===== config.mk =====
export PLATFORM = sky130hd
export DESIGN_NAME = cnt_ctrl
export DESIGN_NICKNAME = d
export VERILOG_FILES = /design/src/rtl/cnt_ctrl.sv
export SDC_FILE = /design/constraint.sdc
export NUM_CORES = 1
export LEC_CHECK = 0
export CORE_MARGIN = 4
export CORE_UTILIZATION = 29
export CTS_BUF_LIST = sky130_fd_sc_hd__clkbuf_16
export DETAILED_ROUTE_END_ITERATION = 10
export SKIP_CTS_REPAIR_TIMING = 1
export SYNTH_ARGS = -nofsm -noshare
export SYNTH_HDL_FRONTEND = slang
export SYNTH_SLANG_ARGS = --single-unit

===== constraint.sdc =====
create_clock -name sys_clk -period 2.5 [get_ports sys_clk]
set_input_delay 0.375 -clock sys_clk [delete_from_list [all_inputs] [get_ports sys_clk]]
set_output_delay 0.375 -clock sys_clk [all_outputs]
set_load 0.05 [all_outputs]

===== src/rtl/cnt_ctrl.sv =====
// Timer counter control: prescaled count-enable generation with
// enable, debug halt/acknowledge and illegal-divisor detection.
module cnt_ctrl #(
   parameter int DIV_W   = 4,
   parameter int MAX_DIV = 8
) (
   input  logic             sys_clk,
   input  logic             sys_rst,
   input  logic             timer_en,
   input  logic             div_en,
   input  logic [DIV_W-1:0] div_val,
   input  logic             halt_req,
   input  logic             dbg_mode,
   input  logic             cnt_clr,
   output logic             cnt_en,
   output logic             halt_ack,
   output logic             cfg_err
);

   typedef enum logic [1:0] {
      IDLE = 2'd0,
      RUN  = 2'd1,
      HALT = 2'd2
   } state_t;

   state_t               state;
   state_t               state_nxt;
   logic [MAX_DIV-1:0]   pcnt;
   logic [MAX_DIV-1:0]   limit;
   logic                 div_en_q;
   logic [DIV_W-1:0]     div_val_q;
   logic                 halt_c;
   logic                 cfg_chg;
   logic                 cfg_bad;
   logic                 stay_run;

   localparam logic [MAX_DIV-1:0] ONE = MAX_DIV'(1);
   localparam logic [DIV_W-1:0]   DMAX = DIV_W'(MAX_DIV);

   always_comb begin
      halt_c  = dbg_mode & halt_req;
      cfg_bad = div_en & (div_val > DMAX);
      cfg_chg = (div_en != div_en_q) | (div_val != div_val_q);
      limit   = '0;
      if (div_en) begin
         limit = (ONE << div_val) - ONE;
      end
      state_nxt = RUN;
      if (!timer_en) begin
         state_nxt = IDLE;
      end else if (halt_c) begin
         state_nxt = HALT;
      end
      stay_run = (state == RUN) & (state_nxt == RUN);
   end

   // pcnt only advances while remaining in RUN; halts hold it in place
   always_ff @(posedge sys_clk or posedge sys_rst) begin
      if (sys_rst) begin
         state     <= IDLE;
         pcnt      <= '0;
         cnt_en    <= 1'b0;
         halt_ack  <= 1'b0;
         cfg_err   <= 1'b0;
         div_en_q  <= 1'b0;
         div_val_q <= '0;
      end else begin
         state     <= state_nxt;
         halt_ack  <= (state_nxt == HALT);
         cfg_err   <= cfg_bad;
         div_en_q  <= div_en;
         div_val_q <= div_val;
         cnt_en    <= 1'b0;
         if ((state == IDLE) || (state_nxt == IDLE)) begin
            pcnt <= '0;
         end else if (stay_run) begin
            if (cnt_clr || cfg_chg || cfg_err) begin
               pcnt <= '0;
            end else if (pcnt == limit) begin
               pcnt   <= '0;
               cnt_en <= 1'b1;
            end else begin
               pcnt <= pcnt + ONE;
            end
         end
      end
   end

endmodule


# Word-level counts from Yosys, hierarchy flattened
# Cells that the tools add are included.
totals:
  register_bits: 18
  output_inout_bits: 3
op_classes:
  addsub: 2
  n_lt_le_gt_ge: 1
  n_eq_ne: 6
  shift: 1
  n_mux: 11
  n_bitwise: 4
  reduce_logical: 6
ops:
  columns: ["op", "n"]
  rows:
  - ["8-bit 2-to-1 mux", 5]
  - ["8-bit by 1-bit adder with 8-bit output, second input constant", 1]
  - ["8-bit == test", 1]
  - ["1-bit by 4-bit << shifter with 8-bit output, first input constant", 1]
  - ["8-bit by 1-bit subtractor with 8-bit output, second input constant", 1]
  - ["2-bit by 1-bit == test with 1-bit output, second input constant", 2]
  - ["4-bit > comparator, second input constant", 1]
  - ["2-bit zero test", 2]
  - ["1-bit 2-to-1 mux", 4]
  - ["2-bit 2-to-1 mux", 2]
  - ["4-bit != test", 1]
  - ["1-bit bitwise AND", 3]
  - ["1-bit logical OR", 3]
  - ["2-bit == test, second input constant", 1]
  - ["2-bit nonzero test", 1]
  - ["1-bit != test", 1]
  - ["1-bit bitwise OR", 1]

# Logic depth before layout (Yosys ltp)
logic_depth:
  ltp_word: 8
  mapped_depth: 10
  mapped_depth_nobuf: 9

# Worst setup path after synthesis
# OpenSTA, ideal clock, no wires.
synth_path:
  kind: "input-to-reg"
  start: "in div_val[2]"
  end: "reg pcnt[2]"
  setup_time_ps: 126
  t_arrival_ps: 2519
  slack_ps: -145
  path_stages: 10
  n_path_buf: 1
  cell_sequence: "clkbuf_1 > nor2_1 > nand3b_1 > ha_1 > or3_4 > a21oi_4 > a311oi_2 > a2111oi_4 > a21oi_2 > a221o_1"
synth_via:
  elab_chain_cells: 8
  word_cells_on_any_way: 12
  classes_between: "add/sub (1); eq/ne (2); shift (1); mux (5); bitwise (1); reduce/logical (2)"
synth_lines:
  columns: ["element", "line", "rtl"]
  rows:
  - ["start: declaration", "11", "input logic [DIV_W-1:0] div_val,"]
  - ["1-bit by 4-bit << shifter with 8-bit output", "46", "limit = (ONE << div_val) - ONE;"]
  - ["8-bit by 1-bit subtractor with 8-bit output", "46", null]
  - ["8-bit 2-to-1 mux", "45", "if (div_en) begin"]
  - ["8-bit == test", "79", "end else if (pcnt == limit) begin"]
  - ["8-bit 2-to-1 mux", "79", null]
  - ["8-bit 2-to-1 mux *", "77", "if (cnt_clr || cfg_chg || cfg_err) begin"]
  - ["8-bit 2-to-1 mux *", "76", "end else if (stay_run) begin"]
  - ["8-bit 2-to-1 mux *", "74", "if ((state == IDLE) || (state_nxt == IDLE)) begin"]
  - ["end signal: assignment", "83", "pcnt <= pcnt + ONE;"]
  - ["end: declaration", "28", "logic [MAX_DIV-1:0] pcnt;"]
# Mark *: on every way between the ends. The rest lies on a longest branch, timed or not. The select of a mux whose other input is x is not followed.
# A chain may end at the register's enable or synchronous reset.

# Worst setup path in the final report
layout_path:
  start: "in div_val[2]"
  end: "reg pcnt[5]"
# Same word-level chain as after synthesis.

==> results by stage <==
Drt:
- The post-route antenna net violation count is 0.
- The detailed-route wire length per cell is 13.2 um.
- The via count is 959.
- For this run, design rule violations remaining after detail routing come to 0.
- The first TritonRoute pass finished after 4 iterations.
- The final layout contains routed wiring with a total length of 2.47 mm.
- After the first detailed-routing iteration, the DRC count stood at 33.
- Using the TritonRoute via totals, the vias-per-cell ratio works out to 5.10.

Global routing:
- The number of antenna violations at the first check in global routing is 0.
- Entering global routing, the biggest net connects 18 pins.
- The first global-routing pass estimated approximately 4.3 mm of wire.
- The met1 global-route usage is 0.116.
- For this run, global-route usage on met3 was measured as 0.0201.
- The total overflow reported by the global router is 0.
- The number of global-route vias before repair is between 1000 and 1500.
- The met2 usage is 0.189.
- The aggregate global-route resource usage is 0.108.
- In this run the most used layer during global routing was met2.

Floorplan:
- In this run the vertical extent of the chip is 70.5 um.
- The number of I/O pins is 14.
- The total area inside the core boundary comes to about 3700 um^2.
- The floorplan has 22 rows.
- The initial utilization of the core area, before any placement, comes to 0.305.
- The die covers 4970 um^2.
- The chip width is 70.5 um.

Status:
- The flow ran to the end, and the final reports show no timing, DRC or antenna violations.

Critical path:
- The stage delay of the slowest cell on the critical path is ~0.4 ns.
- At the worst endpoint, the arrival time is 2.44 ns.
- At the worst endpoint, the required time is 2.63 ns.
- On the critical path the largest part of the delay comes from compound AO/OA/AOI/OAI gates.
- The setup slack of the most critical reg-to-reg path is 0.56 ns.
- In this run the critical register-to-register path is launched from pcnt[3]$_DFFE_PP0P_.
- Counting cells, the worst reg-to-reg path comes to 6.
- The worst register-to-register path ends at pcnt[5]$_DFFE_PP0P_.
- The critical path in this run is classified as primary input to flip-flop.
- On the critical path, the stage with the largest delay is an instance of sky130_fd_sc_hd__a2111oi_4.
- The worst setup path is captured at a flip-flop.
- The critical path goes through dlymetal6s2s_1 -> nor2_2 -> nand3b_1 -> ha_2 -> or3_4 -> a21oi_4 -> a311oi_2 -> a2111oi_4 -> buf_4 -> a211oi_1 -> a221o_1.
- The startpoint class of the critical path is a primary input.
- The critical path contains buffers and inverters numbering 2 combined.
- The biggest fanout along the worst timing path is 4.

Yosys:
- The synthesized netlist contains 42 unique library cells.
- The total nets after synthesis is 129.
- The area of the mapped netlist is around 1100 um^2.
- The post-synthesis cell count is 116.
- The portion of the post-synthesis area used by sequential elements is 0.376.
- The number of synthesized flops with an enable pin is 0.
- Of the total synthesized cell area, the portion taken by XOR and XNOR cells is 0.0928.
- The adder and majority gate portion of the synthesized area is 0.0221.
- The synthesized-area fraction occupied by ao, oa, aoi and oai cells is 0.241.
- The mean instance size in the synthesized netlist is around 9.8 um^2.
- After synthesis, the largest family of logic cells by area is compound AO/OA/AOI/OAI gates.
- The share of flip-flops with an asynchronous set or reset after synthesis is 1.00.
- The number of synthesized register bits is 17.
- The prevailing post-synth register cell is sky130_fd_sc_hd__dfrtp_1.
- The portion of synthesized area spent on multiplexers is 0.0188.
- The Yosys step of the flow raised 0 warnings.
- Of the total synthesized cell area, the portion taken by AND, OR, NAND and NOR gates is 0.196.

Cells and area:
- The cell area after layout is 1490 um^2.
- The storage element area is 425 um^2.
- Fill cells in the final layout number 375.
- The most common library cell in the layout ignoring fill and taps is sky130_fd_sc_hd__dfrtp_1.
- The count of inserted antenna diode cells is 0.
- The relative area change from synthesis to final layout is 31.9%.
- Of the cells placed in the final design, the portion with a size suffix greater than 1 is 0.207.
- The net count of the finished layout is 154.
- The library cells used most frequently in the layout, excluding fill and tap cells, are sky130_fd_sc_hd__dfrtp_1, sky130_fd_sc_hd__buf_4, sky130_fd_sc_hd__nor2_1.
- The utilization after layout is 0.402.
- The final cell count without fillers is 188.
- The multi-input combinational cells in the finished layout cover a total of 657 um^2.

STA:
- The final hold violation count was 0.
- Setup violations remaining at the end of the flow were counted as 0.
- The worst path in the final design needs a cycle of 2.31 ns, including I/O delays and setup.
- Setup repair after global routing left no endpoint under its margin.
- Static timing analysis puts the maximum clock frequency at roughly 430 MHz.
- The final hold slack is 0.451 ns.
- The relative max-transition margin is 0.572.
- Setup total negative slack on the finished layout was measured at 0 ns.
- The number of max-slew violations in the final report is 0.
- Between clock sinks in the finished design, the worst skew comes to 0.00485 ns.
- The final worst slack is around 0.19 ns.
- Dividing the final minimum period by the clock period gives 0.923.
- At the pin with the least slew margin, the transition time is 0.642 ns.

Worst hold path:
- The critical hold path startpoint is div_val[0].
- The destination of the worst hold path is div_val_q[0]$_DFF_PP0_.
- The path class of the lowest-slack min-delay path is primary input to flip-flop.
- The worst hold path passes through 2 cells.

Placement:
- The total placed cells including tap cells is 183.
- In this run the cell area measured after placement is between 1000 and 1500 um^2.
- The congestion estimate from routability-driven global placement came to 0.857.
- Input and output buffers added on the ports amount to 13.
- Once detailed placement completed, the half-perimeter wirelength came to ~1.9 mm.
- The worst slack after detailed placement is -0.368 ns.

Clocking:
- CTS placed an instance of sky130_fd_sc_hd__clkbuf_16 at the clock tree root.
- The clock-pin slew on the worst setup and hold paths is 0.05 ns.
- The CTS buffer count is 3.
- For this design, the sink count on the clock tree is 17.
- The later pin in the worst-skew pair is clocked with a latency of 0.25 ns.
- The clock passes through at most 2 buffers.
- The number of H-tree branching levels is 1.
- TritonCTS built the clock tree.

Pwr:
- VDD sags by at most 0.198 mV.
- The total power per unit cell area is between 400 and 500 nW/um^2.
- The sum of internal, switching and leakage power is 719 uW.
- The leakage dissipation is 0.647 nW.

Job:
- Max-cap violations in this run came to 0.
[power by group]
group | switching [mW] | internal [mW] | total (mW)
combinational | 0.0580 | 0.0548 | 0.113
clock | 0.106 | 0.214 | 0.320
sequential | 0.00364 | 0.282 | 0.286
total | 0.168 | 0.551 | 0.719
[cell type report]
type | count | share of cell area
clock inverters | 1 | 0.00335
clock buffers | 3 | 0.0503
flip-flops and latches | 17 | 0.285
inverters | 5 | 0.0126
multi-input cells | 86 | 0.440
well taps | 48 | 0.0402
repair buffers | 28 | 0.169
[logic make-up after synthesis]
| family | after synthesis |
|---|---|
| buffers and inverters | 13 |
| AND/OR/NAND/NOR | 42 |
| AO/OA/AOI/OAI | 28 |
| XOR/XNOR | 12 |
| multiplexers | 2 |
| adder cells (fa/ha/maj) | 2 |
| flip-flops | 17 |
[worst max-delay path by stage]
| stage | from | endpoint | slack [ns] | depth (start not counted) |
|---|---|---|---|---|
| floorplan | div_val[2] | pcnt[2]$_DFFE_PP0P_ | 0.03 | 10 |
| global placement | div_val[1] | pcnt[5]$_DFFE_PP0P_ | -0.25 | 10 |
| detailed placement | div_val[1] | pcnt[4]$_DFFE_PP0P_ | -0.37 | 10 |
| CTS | div_val[1] | pcnt[2]$_DFFE_PP0P_ | -0.1 | 10 |
| global route | div_en | pcnt[4]$_DFFE_PP0P_ | 0.06 | 7 |
| finish | div_val[2] | pcnt[5]$_DFFE_PP0P_ | 0.19 | 11 |
[synth_stat cells (all sizes together) (2+ instances only)]
cell type,count,share of area
dfrtp,17,0.38
nor2,14,0.046
nand2,8,0.027
xnor2,8,0.062
buf,6,0.031
inv,5,0.017
nand3,5,0.022
a22o,4,0.031
o21ai,4,0.018
xor2,4,0.031
a2111oi,3,0.056
a21oi,3,0.027
a221o,3,0.027
a31oi,3,0.017
a211oi,2,0.013
and3,2,0.011
clkbuf,2,0.0066
ha,2,0.022
nand4,2,0.011
nor2b,2,0.011
or3,2,0.015
[sequential cells by signal, indices dropped and copies added, names as in the netlist]
register / cells
cfg_err: 1
div_val_q: 4
div_en_q: 1
state: 1
cnt_en: 1
halt_ack: 1
pcnt: 8
[per-layer routing]
| metal | wire [um] | share of wire |
|---|---|---|
| met5 | 0 | 0 |
| met4 | 54 | 0.022 |
| met3 | 111 | 0.045 |
| met2 | 1230 | 0.50 |
| met1 | 1080 | 0.44 |
Power figures use the tool's default switching activity.
